File: src/rtl/avl_st_2_avl_st_video.sv
`default_nettype none
// ============================================================================
// Module   : avl_st_2_avl_st_video
// Function : repacks a 32-bit byte stream into 24-bit Avalon-ST Video pixels,
//            prefixed by a video-data header (and, with AVL_VIDEO_CTRL_PKT_EN
//            defined, a frame-size control packet before every video packet).
// Revision : 1.0 - initial release
// ============================================================================
module avl_st_2_avl_st_video #(
   parameter int FRAME_WIDTH  = 800,
   parameter int FRAME_HEIGHT = 480
) (
   input  logic        clk,
   input  logic        rst_n,
   input  logic [31:0] in_avl_st_data,
   input  logic        in_avl_st_valid,
   input  logic        in_avl_st_startofpacket,
   input  logic        in_avl_st_endofpacket,
   output logic        in_avl_st_ready,
   output logic [23:0] out_avl_st_data,
   output logic        out_avl_st_valid,
   output logic        out_avl_st_startofpacket,
   output logic        out_avl_st_endofpacket,
   input  logic        out_avl_st_ready
);

   typedef enum logic [1:0] {
      IDLE   = 2'd0,
      CTRL   = 2'd1,
      HDR    = 2'd2,
      PIXELS = 2'd3
   } state_t;

   state_t      state_q, state_d;
   logic [3:0]  cnt_q, cnt_d, cnt_base;
   logic [63:0] sr_q, sr_d, sr_base, ins_mask;
   logic [6:0]  ins_sh;
   logic        eop_q, eop_d;
   logic        out_hs, in_hs;
   logic        out_valid_d, out_sop_d, out_eop_d;
   logic [23:0] out_data_d;

`ifdef AVL_VIDEO_CTRL_PKT_EN
   localparam logic [15:0] c_frame_w = 16'(FRAME_WIDTH);
   localparam logic [15:0] c_frame_h = 16'(FRAME_HEIGHT);

   logic [1:0] beat_q, beat_d;

   // Frame dimensions are spread one nibble per symbol, as Avalon-ST Video expects
   function automatic logic [23:0] ctrl_beat(input logic [1:0] idx);
      logic [23:0] d;
      case (idx)
         2'd0:    d = 24'h00000F;
         2'd1:    d = {4'h0, c_frame_w[7:4],  4'h0, c_frame_w[11:8],  4'h0, c_frame_w[15:12]};
         2'd2:    d = {4'h0, c_frame_h[11:8], 4'h0, c_frame_h[15:12], 4'h0, c_frame_w[3:0]};
         default: d = {8'h00, 4'h0, c_frame_h[3:0], 4'h0, c_frame_h[7:4]};
      endcase
      return d;
   endfunction
`else
   logic unused_frame_cfg;
   assign unused_frame_cfg = ^{16'(FRAME_WIDTH), 16'(FRAME_HEIGHT)};
`endif

   assign out_hs = out_avl_st_valid && out_avl_st_ready;
   assign in_hs  = in_avl_st_valid && in_avl_st_ready;

   // The SOP word is held back in IDLE so it becomes the first PIXELS word
   always_comb begin
      in_avl_st_ready = 1'b0;
      case (state_q)
         IDLE:    in_avl_st_ready = !(in_avl_st_valid && in_avl_st_startofpacket);
         PIXELS:  in_avl_st_ready = (cnt_q <= 4'd4) && !eop_q;
         default: in_avl_st_ready = 1'b0;
      endcase
   end

   always_comb begin
      state_d  = state_q;
      cnt_d    = cnt_q;
      sr_d     = sr_q;
      eop_d    = eop_q;
      cnt_base = cnt_q;
      sr_base  = sr_q;
      ins_sh   = '0;
      ins_mask = '0;
`ifdef AVL_VIDEO_CTRL_PKT_EN
      beat_d   = beat_q;
`endif
      case (state_q)
         IDLE: begin
            if (in_avl_st_valid && in_avl_st_startofpacket) begin
`ifdef AVL_VIDEO_CTRL_PKT_EN
               state_d = CTRL;
               beat_d  = 2'd0;
`else
               state_d = HDR;
`endif
            end
         end
`ifdef AVL_VIDEO_CTRL_PKT_EN
         CTRL: begin
            if (out_hs) begin
               if (beat_q == 2'd3) state_d = HDR;
               else                beat_d  = beat_q + 2'd1;
            end
         end
`endif
         HDR: begin
            if (out_hs) begin
               if (out_avl_st_endofpacket) begin
                  state_d = IDLE;
                  cnt_d   = '0;
                  sr_d    = '0;
                  eop_d   = 1'b0;
               end else begin
                  state_d = PIXELS;
               end
            end
         end
         PIXELS: begin
            if (out_hs && out_avl_st_endofpacket) begin
               state_d = IDLE;
               cnt_d   = '0;
               sr_d    = '0;
               eop_d   = 1'b0;
            end else begin
               // Emit first, then append the new word above what remains
               if (out_hs) begin
                  cnt_base = cnt_q - 4'd3;
                  sr_base  = {24'h0, sr_q[63:24]};
               end
               ins_sh   = {cnt_base[3:0], 3'b000};
               ins_mask = {32'h0, 32'hFFFF_FFFF} << ins_sh;
               cnt_d    = cnt_base;
               sr_d     = sr_base;
               if (in_hs) begin
                  sr_d  = (sr_base & ~ins_mask) | ({32'h0, in_avl_st_data} << ins_sh);
                  cnt_d = cnt_base + 4'd4;
                  eop_d = eop_q | in_avl_st_endofpacket;
               end
            end
         end
         default: state_d = IDLE;
      endcase

      out_valid_d = 1'b0;
      out_sop_d   = 1'b0;
      out_eop_d   = 1'b0;
      out_data_d  = '0;
      case (state_d)
`ifdef AVL_VIDEO_CTRL_PKT_EN
         CTRL: begin
            out_valid_d = 1'b1;
            out_data_d  = ctrl_beat(beat_d);
            out_sop_d   = (beat_d == 2'd0);
            out_eop_d   = (beat_d == 2'd3);
         end
`endif
         HDR: begin
            out_valid_d = 1'b1;
            out_sop_d   = 1'b1;
            out_eop_d   = eop_d && (cnt_d < 4'd3);
         end
         PIXELS: begin
            if (cnt_d >= 4'd3) begin
               out_valid_d = 1'b1;
               out_data_d  = {sr_d[7:0], sr_d[15:8], sr_d[23:16]};
               out_eop_d   = eop_d && (cnt_d < 4'd6);
            end
         end
         default: out_valid_d = 1'b0;
      endcase
   end

   always_ff @(posedge clk or negedge rst_n) begin
      if (!rst_n) begin
         state_q                  <= IDLE;
         cnt_q                    <= '0;
         sr_q                     <= '0;
         eop_q                    <= 1'b0;
         out_avl_st_valid         <= 1'b0;
         out_avl_st_startofpacket <= 1'b0;
         out_avl_st_endofpacket   <= 1'b0;
         out_avl_st_data          <= '0;
`ifdef AVL_VIDEO_CTRL_PKT_EN
         beat_q                   <= '0;
`endif
      end else begin
         state_q                  <= state_d;
         cnt_q                    <= cnt_d;
         sr_q                     <= sr_d;
         eop_q                    <= eop_d;
         out_avl_st_valid         <= out_valid_d;
         out_avl_st_startofpacket <= out_sop_d;
         out_avl_st_endofpacket   <= out_eop_d;
         out_avl_st_data          <= out_data_d;
`ifdef AVL_VIDEO_CTRL_PKT_EN
         beat_q                   <= beat_d;
`endif
      end
   end

endmodule
`default_nettype wire
File: config.mk
export PLATFORM = sky130hd
export DESIGN_NAME = avl_st_2_avl_st_video
export DESIGN_NICKNAME = d
export VERILOG_FILES = /design/src/rtl/avl_st_2_avl_st_video.sv
export SDC_FILE = /design/constraint.sdc
export NUM_CORES = 1
export LEC_CHECK = 0
export ABC_AREA = 1
export CORE_MARGIN = 2
export CORE_UTILIZATION = 62
export DETAILED_ROUTE_END_ITERATION = 7
export MAX_ROUTING_LAYER = met4
export PLACE_DENSITY = 0.86
export SYNTH_ARGS = -nofsm -noshare
export SYNTH_HDL_FRONTEND = slang
export SYNTH_SLANG_ARGS = --single-unit
File: constraint.sdc
create_clock -name clk -period 4.4 [get_ports clk]
set_input_delay 0.88 -clock clk [delete_from_list [all_inputs] [get_ports clk]]
set_output_delay 0.88 -clock clk [all_outputs]
set_load 0.02 [all_outputs]
Yosys cells after proc, flatten, opt, wreduce, memory -nomap -nowiden
Cells that the tools add are included.
- add/subtract/negate cells: 2
- order comparisons: 4
- equal/unequal tests: 6
- shift-type cells: 2
- mux-type cells: 34
- bitwise operators: 4
- reductions and logical operators: 12
- operators by type and width (kind ; count):
    $mux W64 ; 7
    $pmux W64 S2 ; 1
    $and A64 B64 Y64 ; 1
    $not A64 Y64 ; 1
    $or A64 B64 Y64 ; 1
    $shl A32 B7 Y64 ; 1
    $shl A32 B7 Y64 const A ; 1
    $mux W24 ; 2
    $mux W4 ; 7
    $eq A2 B2 Y1 const B ; 4
    $mux W2 ; 4
    $pmux W1 S2 ; 4
    $pmux W4 S2 ; 1
    $logic_and A1 B1 Y1 ; 7
    $mux W1 ; 7
    $pmux W2 S3 ; 1
    $add A4 B3 Y4 const B ; 1
    $ge A4 B2 Y1 const B ; 1
    $le A4 B3 Y1 const B ; 1
    $lt A4 B2 Y1 const B ; 1
    $lt A4 B3 Y1 const B ; 1
    $ne A2 B2 Y1 const B ; 2
    $sub A4 B2 Y4 const B ; 1
    $reduce_and A3 Y1 ; 1
    4 further kinds ; 5
- register bits after elaboration: 98
- input port bits: 38

Depth between registers and ports, before layout
Gate-level depths: netlist (run 1).
- depth in word-level cells: 13
- depth in mapped cells: 17
- gate-level depth less buffers: 16

Least setup slack after synthesis (run 1)
Ideal clock, no wire load.
- kind: in2reg
- start: input port out_avl_st_ready
- end: register out_avl_st_data[16]
- setup time: 0.124 ns
- data arrival time: 2.667 ns
- data required time: 4.276 ns
- setup slack: 1.609 ns
- cell stages on the path: 16
- path buffers: 2
- path through: nand2_4 -> inv_4 -> nand3_2 -> nand2_4 -> inv_2 -> buf_1 -> ha_1 -> inv_1 -> nand4_1 -> nand3_1 -> nand2_2 -> nor2_4 -> nand2_2 -> nand2_4 -> buf_6 -> a21oi_2
- RTL lines (what ; line ; text):
    from (decl) ; 24 ; input logic out_avl_st_ready
    $logic_and A1 B1 Y1 * ; 65 ; assign out_hs = out_avl_st_valid && out_avl_st_ready;
    $mux W4 ; 129 ; if (out_hs) begin
    $mux W4 ; 122 ; if (out_hs && out_avl_st_endofpacket) begin
    $mux W4 ; 90 ; case (state_q)
    $add A4 B3 Y4 ; 139 ; cnt_d = cnt_base + 4'd4;
    $mux W4 ; 137 ; if (in_hs) begin
    $mux W4 ; 122 ;
    $pmux W4 S2 * ; 90 ;
    net cnt_d[3] ; 35 ; logic [3:0] cnt_q, cnt_d, cnt_base;
    $ge A4 B2 Y1 * ; 166 ; if (cnt_d >= 4'd3) begin
    $mux W24 * ; 166 ;
    $mux W24 * ; 151 ; case (state_d)
    net out_data_d[16] ; 41 ; logic [23:0] out_data_d;
    to (signal assigned) ; 197 ; out_avl_st_data <= out_data_d;
    to (decl) ; 20 ; output logic [23:0] out_avl_st_data,
The timed path passes the listed nets; every way through them passes the cells marked *. The select of a mux whose other input is x is not followed.
A chain may end at the register's enable or synchronous reset.

Worst setup path after layout (run 1)
- start: input port out_avl_st_ready
- end: register out_avl_st_valid
- longest elaborated chain between the ends: 11
- ends and longest elaborated chain (what ; line ; text):
    $logic_and A1 B1 Y1 * ; 65 ;
    $mux W4 ; 129 ;
    $mux W4 ; 122 ;
    $mux W4 ; 90 ;
    $add A4 B3 Y4 ; 139 ;
    $mux W4 ; 137 ;
    $mux W4 ; 122 ;
    $pmux W4 S2 * ; 90 ;
    net cnt_d[3] ; 35 ;
    $ge A4 B2 Y1 * ; 166 ;
    $mux W1 * ; 166 ;
    $pmux W1 S2 * ; 151 ;
    net out_valid_d ; 40 ; logic out_valid_d, out_sop_d, out_eop_d;
    to (signal assigned) ; 194 ; out_avl_st_valid <= out_valid_d;
    to (decl) ; 21 ; output logic out_avl_st_valid,
Marked as above.

==> results of run 1 <==
-- sequential cells by signal (all words and copies together), names as in the netlist --
signal                    cells
state_q                       2
out_avl_st_startofpacket      1
eop_q                         1
out_avl_st_valid              1
out_avl_st_data              24
out_avl_st_endofpacket        1
cnt_q                         4
sr_q                         64
-- area by class of cell --
type	count	area (sq um)	area share [%]
Sequential cell	98	2450	34.7
Clock inverter	6	96.3	1.37
Clock buffer	10	128	1.81
Timing Repair Buffer	74	716	10.1
Multi-Input combinational cell	596	3190	45.2
Inverter	80	308	4.36
Tap cell	133	166	2.36
-- critical path, cell delays in order --
cell,delay (ns)
clkdlybuf4s50_1,0.52
nand2_4,0.22
inv_4,0.42
nand3_2,0.14
nand2_4,0.27
inv_2,0.07
ha_1,0.27
inv_1,0.07
nand4_1,0.10
nand3_1,0.11
nand2_2,0.10
nor2_4,0.11
nand2_2,0.08
nand2_4,0.35
a21oi_1,0.16
-- logic make-up after synthesis --
group	Yosys count	synth area share, %
AND/OR/NAND/NOR	423	31.2
AO/OA/AOI/OAI	157	16.9
buffers and inverters	123	9.28
flip-flops	98	39.4
adder cells (fa/ha/maj)	9	1.81
multiplexers	5	0.805
XOR/XNOR	2	0.584
-- cells in the mapped netlist (all sizes together) --
library cell	instances	area share, %
nor2	13	1.4
a21oi	30	3.8
o22ai	10	1.1
o32ai	8	1.2
nand2	295	19
o211ai	14	2.3
dfrtp	98	39
buf	32	3.7
a31oi	3	0.50
nand3	60	5.3
clkinv	1	0.060
o2111ai	5	0.70
or2	17	1.7
xor2	2	0.58
o21ai	87	7.2
and3	1	0.12
inv	79	4.9
nand4	37	3.7
ha	9	1.8
clkbuf	11	0.66
mux2i	5	0.80
-- per-stage QoR --
step           hold slack (ns)  total power, uW
6_report                 0.509             4230
5_1_grt                  0.543             4470
4_1_cts                  0.513             4150
3_5_place_dp             0.490             3480
3_3_place_gp             0.478             3410
2_1_floorplan            0.461             2860
-- power groups by stage --
| stage | clock network, uW | registers, uW | logic (uW) |
|---|---|---|---|
| final | 674 | 1130 | 2430 |
| after global routing | 703 | 1140 | 2630 |
| after CTS | 672 | 1120 | 2360 |
| after detailed placement | 0 | 1140 | 2340 |
| after global placement | 0 | 1130 | 2270 |
| after floorplan | 0 | 1120 | 1740 |
-- worst min path at each step --
stage | start | endpoint | slack, ns | cells after the start
finish | sr_q[18]$_DFF_PN0_ | sr_q[18]$_DFF_PN0_ | 0.51 | 2
global route | sr_q[17]$_DFF_PN0_ | sr_q[17]$_DFF_PN0_ | 0.54 | 2
CTS | sr_q[18]$_DFF_PN0_ | sr_q[18]$_DFF_PN0_ | 0.51 | 2
detailed placement | sr_q[18]$_DFF_PN0_ | sr_q[18]$_DFF_PN0_ | 0.49 | 2
global placement | sr_q[18]$_DFF_PN0_ | sr_q[18]$_DFF_PN0_ | 0.48 | 2
floorplan | sr_q[16]$_DFF_PN0_ | sr_q[16]$_DFF_PN0_ | 0.46 | 2
-- routing by layer --
metal	up-vias	GRT usage, %	share of wire, %
met1	2925	50.6	40
li1	2795	-	-
met4	0	14.7	3.5
met3	59	8.71	8.9
met5	-	-	0
met2	358	61.5	47
==> flow_metrics.py, run 1 <==
metrics = {
    "layout": {
        "final_cells": 997,
        "finalNetCount": 906,
        "drive_gt1_share_pct": 12.0,
        "final_area_sq_um": 7060,
        "final_cell_mix": "nand2_1, dfrtp_1, inv_1",
        "antenna_cells": 0,
        "nFillCells": 780,
        "syn2layout_area_growth_pct": 13.5,
        "post-route-util_pct": 72.2,
        "layout_commonest_cell": "nand2_1",
    },
    "clocking": {
        "clk_pin_slew_ns": 0.11,
        "clock_sinks": 98,
        "cts_setup_buffers": 0,
        "h-tree-depth": 3,
        "cts_tree": "built",
        "cts_made_buffers": 9,
        "clk_path_buf_depth": 2,
        "cts.repair.resized": 0,
        "worstSkewPairLatency_ns": 0.37,
        "ctsHoldBuffers": 0,
        "cts_root_buf": "clkbuf_8",
    },
    "placed_design": {
        "port_buffers": 65,
        "dp_hpwl_microns": 14400,
        "placed_cells": 981,
        "routabilityCongestion": 0.983,
        "place_area_sq_um": 6830,
        "dpl_worst_slack_ns": 0.362,
    },
    "critical_path": {
        "r2r_start": "cnt_q[0]$_DFF_PN0_",
        "startpoint_type": "primary input",
        "timing.rr.end": "out_avl_st_data[10]$_DFF_PN0_",
        "endpoint": "out_avl_st_valid$_DFF_PN0_",
        "rr_worst_depth": 14,
        "required_ns": 4.63,
        "worstSetupEndpointType": "register",
        "crit_type": "primary input to register",
        "worstPathArrival_ns": 3.90,
        "r2r_slack_ns": 1.27,
        "cp_max_fo": 39,
        "crit_start": "out_avl_st_ready",
    },
    "power": {
        "p_int_uw": 2020,
        "clkPwrFrac_pct": 15.9,
        "power_density_nw_per_um2": 600,
        "p_sw_uw": 2210,
        "p_leak_uw": 0.00350,
        "combinationalPowerShare_pct": 57.5,
        "p_seq_share_pct": 26.6,
        "max-vdd-ir-drop_v": 0.000518,
        "switching_share_pct": 52.2,
    },
    "synth": {
        "avgSynthCellArea_sq_um": 7.61,
        "syn_area_sq_um": 6220,
        "ys_warn_count": 0,
        "synth_seq_cells": 98,
        "yosysUniqueCellTypes": 45,
        "yosysSeqAreaShare_pct": 39.4,
        "syn-num-nets": 864,
        "syn_inst": 817,
    },
    "route": {
        "via_per_inst": 6.16,
        "route.vias.total": 6137,
        "drt_iter0_drc": 759,
        "drc": 0,
        "detail_route.wirelength_microns": 20100,
        "firstDrtPassIters": 6,
        "ant_nets": 0,
        "routedWlPerCell_microns": 20.2,
    },
    "sta": {
        "clock_skew_ns": 0.0176,
        "slew_viol_final": 0,
        "finalWorstSetupSlack_ns": 0.722,
        "worst_slew_pin_slew_ns": 1.00,
        "post-route-period-util_pct": 83.6,
        "fmax_mhz": 272,
        "maxSlewHeadroom_pct": 33.2,
        "rsz0062_at_grt": "false",
        "hold_viol_final": 0,
        "min_period_ns": 3.68,
        "finalSetupViolCount": 0,
        "finalSetupTns_ns": 0,
    },
    "global_route": {
        "grt_pass1_vias": 5969,
        "gr-total-overflow": 0,
        "grt_max_degree": 77,
        "antenna_found_initial": 0,
        "gr-usage-all-layers_pct": 39.4,
        "grt_pass1_wl_microns": 32500,
    },
    "die": {
        "die_w_microns": 104,
        "die_h_microns": 104,
        "start_util_pct": 63.6,
        "core_area_sq_um": 9770,
        "rows": 36,
        "boundaryPins": 66,
        "dieArea_sq_um": 10800,
    },
    "min_path": {
        "hp-class": "register to register",
    },
    "job": {
        "drv_cap": 0,
    },
    "outcome": {
        "status": "completed",
    },
}
Note: power is estimated with default switching activity, not from simulation.
==> run 2, diff against run 1 <==
CORE_UTILIZATION = 58   (was 62)
PLACE_DENSITY = 0.81   (was 0.86)
clock period = 3.6 ns   (was 4.4 ns; I/O delays follow)
==> flow_metrics.py, run 2 (synthesis results as in run 1) <==
metrics = {
    "sta": {
        "clock_skew_ns": 0.0128,
        "finalSetupViolCount": 0,
        "holdWs_ns": 0.506,
        "min_period_ns": 3.02,
        "fmax_mhz": 331,
        "rsz0062_at_grt": "false",
        "finalSetupTns_ns": 0,
        "maxSlewHeadroom_pct": 25.0,
        "hold_viol_final": 0,
        "post-route-period-util_pct": 83.8,
        "slew_viol_final": 0,
        "worst_slew_pin_slew_ns": 1.13,
    },
    "die": {
        "die_h_microns": 108,
        "start_util_pct": 60.0,
        "boundaryPins": 66,
        "die_w_microns": 108,
        "core_area_sq_um": 10400,
        "rows": 37,
        "dieArea_sq_um": 11600,
    },
    "min_path": {
        "hp-class": "register to register",
        "hold_start": "sr_q[7]$_DFF_PN0_",
        "hold_depth": 2,
        "hold_end": "sr_q[7]$_DFF_PN0_",
    },
    "power": {
        "power_density_nw_per_um2": 723,
        "max-vdd-ir-drop_v": 0.000522,
        "p_leak_uw": 0.00355,
    },
    "clocking": {
        "worstSkewPairLatency_ns": 0.38,
        "clk_pin_slew_ns": 0.11,
        "ctsHoldBuffers": 0,
        "cts_root_buf": "clkbuf_8",
        "cts_setup_buffers": 0,
        "clk_path_buf_depth": 2,
        "cts.repair.resized": 0,
        "cts_tree": "built",
        "h-tree-depth": 3,
        "clock_sinks": 98,
        "cts_made_buffers": 9,
    },
    "route": {
        "firstDrtPassIters": 5,
        "drt_iter0_drc": 537,
        "routedWlPerCell_microns": 19.1,
        "ant_nets": 0,
        "detail_route.wirelength_microns": 19200,
        "drc": 0,
        "route.vias.total": 6101,
        "via_per_inst": 6.04,
    },
    "layout": {
        "drive_gt1_share_pct": 13.2,
        "nFillCells": 880,
        "top_regs": "sr_q: 64 flops, out_avl_st_data: 24 flops, cnt_q: 4 flops",
        "regMostFlops": "sr_q",
        "largest_register_ffs": 64,
        "finalNetCount": 916,
        "syn2layout_area_growth_pct": 14.5,
        "final_cell_mix": "nand2_1, dfrtp_1, inv_1",
        "layout_commonest_cell": "nand2_1",
        "antenna_cells": 0,
    },
    "critical_path": {
        "worstSetupEndpointType": "register",
        "worstPathArrival_ns": 3.34,
        "rr_worst_depth": 14,
        "crit_type": "primary input to register",
        "startpoint_type": "primary input",
        "r2r_slack_ns": 0.76,
        "crit_start": "in_avl_st_valid",
        "timing.rr.end": "out_avl_st_data[8]$_DFF_PN0_",
        "cp_max_fo": 19,
        "r2r_start": "cnt_q[0]$_DFF_PN0_",
        "required_ns": 3.92,
    },
    "placed_design": {
        "routabilityCongestion": 0.983,
        "dp_hpwl_microns": 13600,
        "port_buffers": 65,
    },
    "outcome": {
        "status": "completed",
    },
    "global_route": {
        "gr-usage-all-layers_pct": 35.6,
        "grt_pass1_wl_microns": 30600,
        "grt_pass1_vias": 5936,
        "antenna_found_initial": 0,
        "grt_max_degree": 87,
        "gr-total-overflow": 0,
    },
    "job": {
        "drv_cap": 0,
    },
}
run 2: cell types whose count changed in the layout (fill, tap and decap cells not counted), sizes merged:
cell	delta
inv	+1
buf	+10
clkbuf	-1
clkinv	+2
clkinvlp	-1
bufinv	-1
run 2: metrics by stage:
| step | total power, uW | setup slack, ns | util [%] | instances | area [sq um] |
|---|---|---|---|---|---|
| floorplan | 3490 | 0.969 | - | 817 | 6220 |
| global placement | 4230 | 0.343 | 66.7 | 994 | 6910 |
| detailed placement | 4300 | 0.242 | 66.7 | 994 | 6910 |
| CTS | 5060 | 0.645 | 68.6 | 1010 | 7120 |
| global route | 5440 | 0.401 | 68.6 | 1010 | 7120 |
| finish | 5140 | 0.583 | 68.6 | 1010 | 7120 |
run 2: layout make-up:
type	count	area (sq um)	area share [%]
multi-input cells	596	3190	44.8
flip-flops and latches	98	2450	34.5
repair buffers	84	791	11.1
inverters	80	308	4.32
well taps	136	170	2.39
clock buffers	9	124	1.74
clock inverters	7	81.3	1.14
run 2: how the worst max path moves through the flow:
stage,end,depth (start not counted)
after floorplan,out_avl_st_data[16]$_DFF_PN0_,16
after global placement,out_avl_st_data[8]$_DFF_PN0_,12
after detailed placement,out_avl_st_valid$_DFF_PN0_,14
after CTS,out_avl_st_data[1]$_DFF_PN0_,14
after global routing,out_avl_st_data[13]$_DFF_PN0_,12
final,out_avl_st_data[8]$_DFF_PN0_,12
run 2: metal layers:
metal	track usage, %	up-vias	part of all wire (%)
met5	-	-	0
met4	13.5	0	2.8
met3	6.48	47	8.7
met2	57.2	350	48
met1	45.1	2892	40
li1	-	2812	-
run 2: worst max-delay path: stages:
cell             delay [ns]
clkdlybuf4s50_1        0.51
nand2_1                0.11
nand2_1                0.08
nand2_1                0.14
nand3_2                0.25
inv_1                  0.43
nand2_4                0.14
inv_4                  0.23
nand2_4                0.20
o21ai_0                0.26
nand2_1                0.12
a21oi_2                0.12
run 2: report_power, final:
| group | total [uW] | leakage, uW | switching [uW] | internal (uW) |
|---|---|---|---|---|
| sequential | 1360 | 0.00136 | 106 | 1260 |
| clock | 783 | 0.000107 | 448 | 334 |
| combinational | 3000 | 0.00209 | 2140 | 860 |
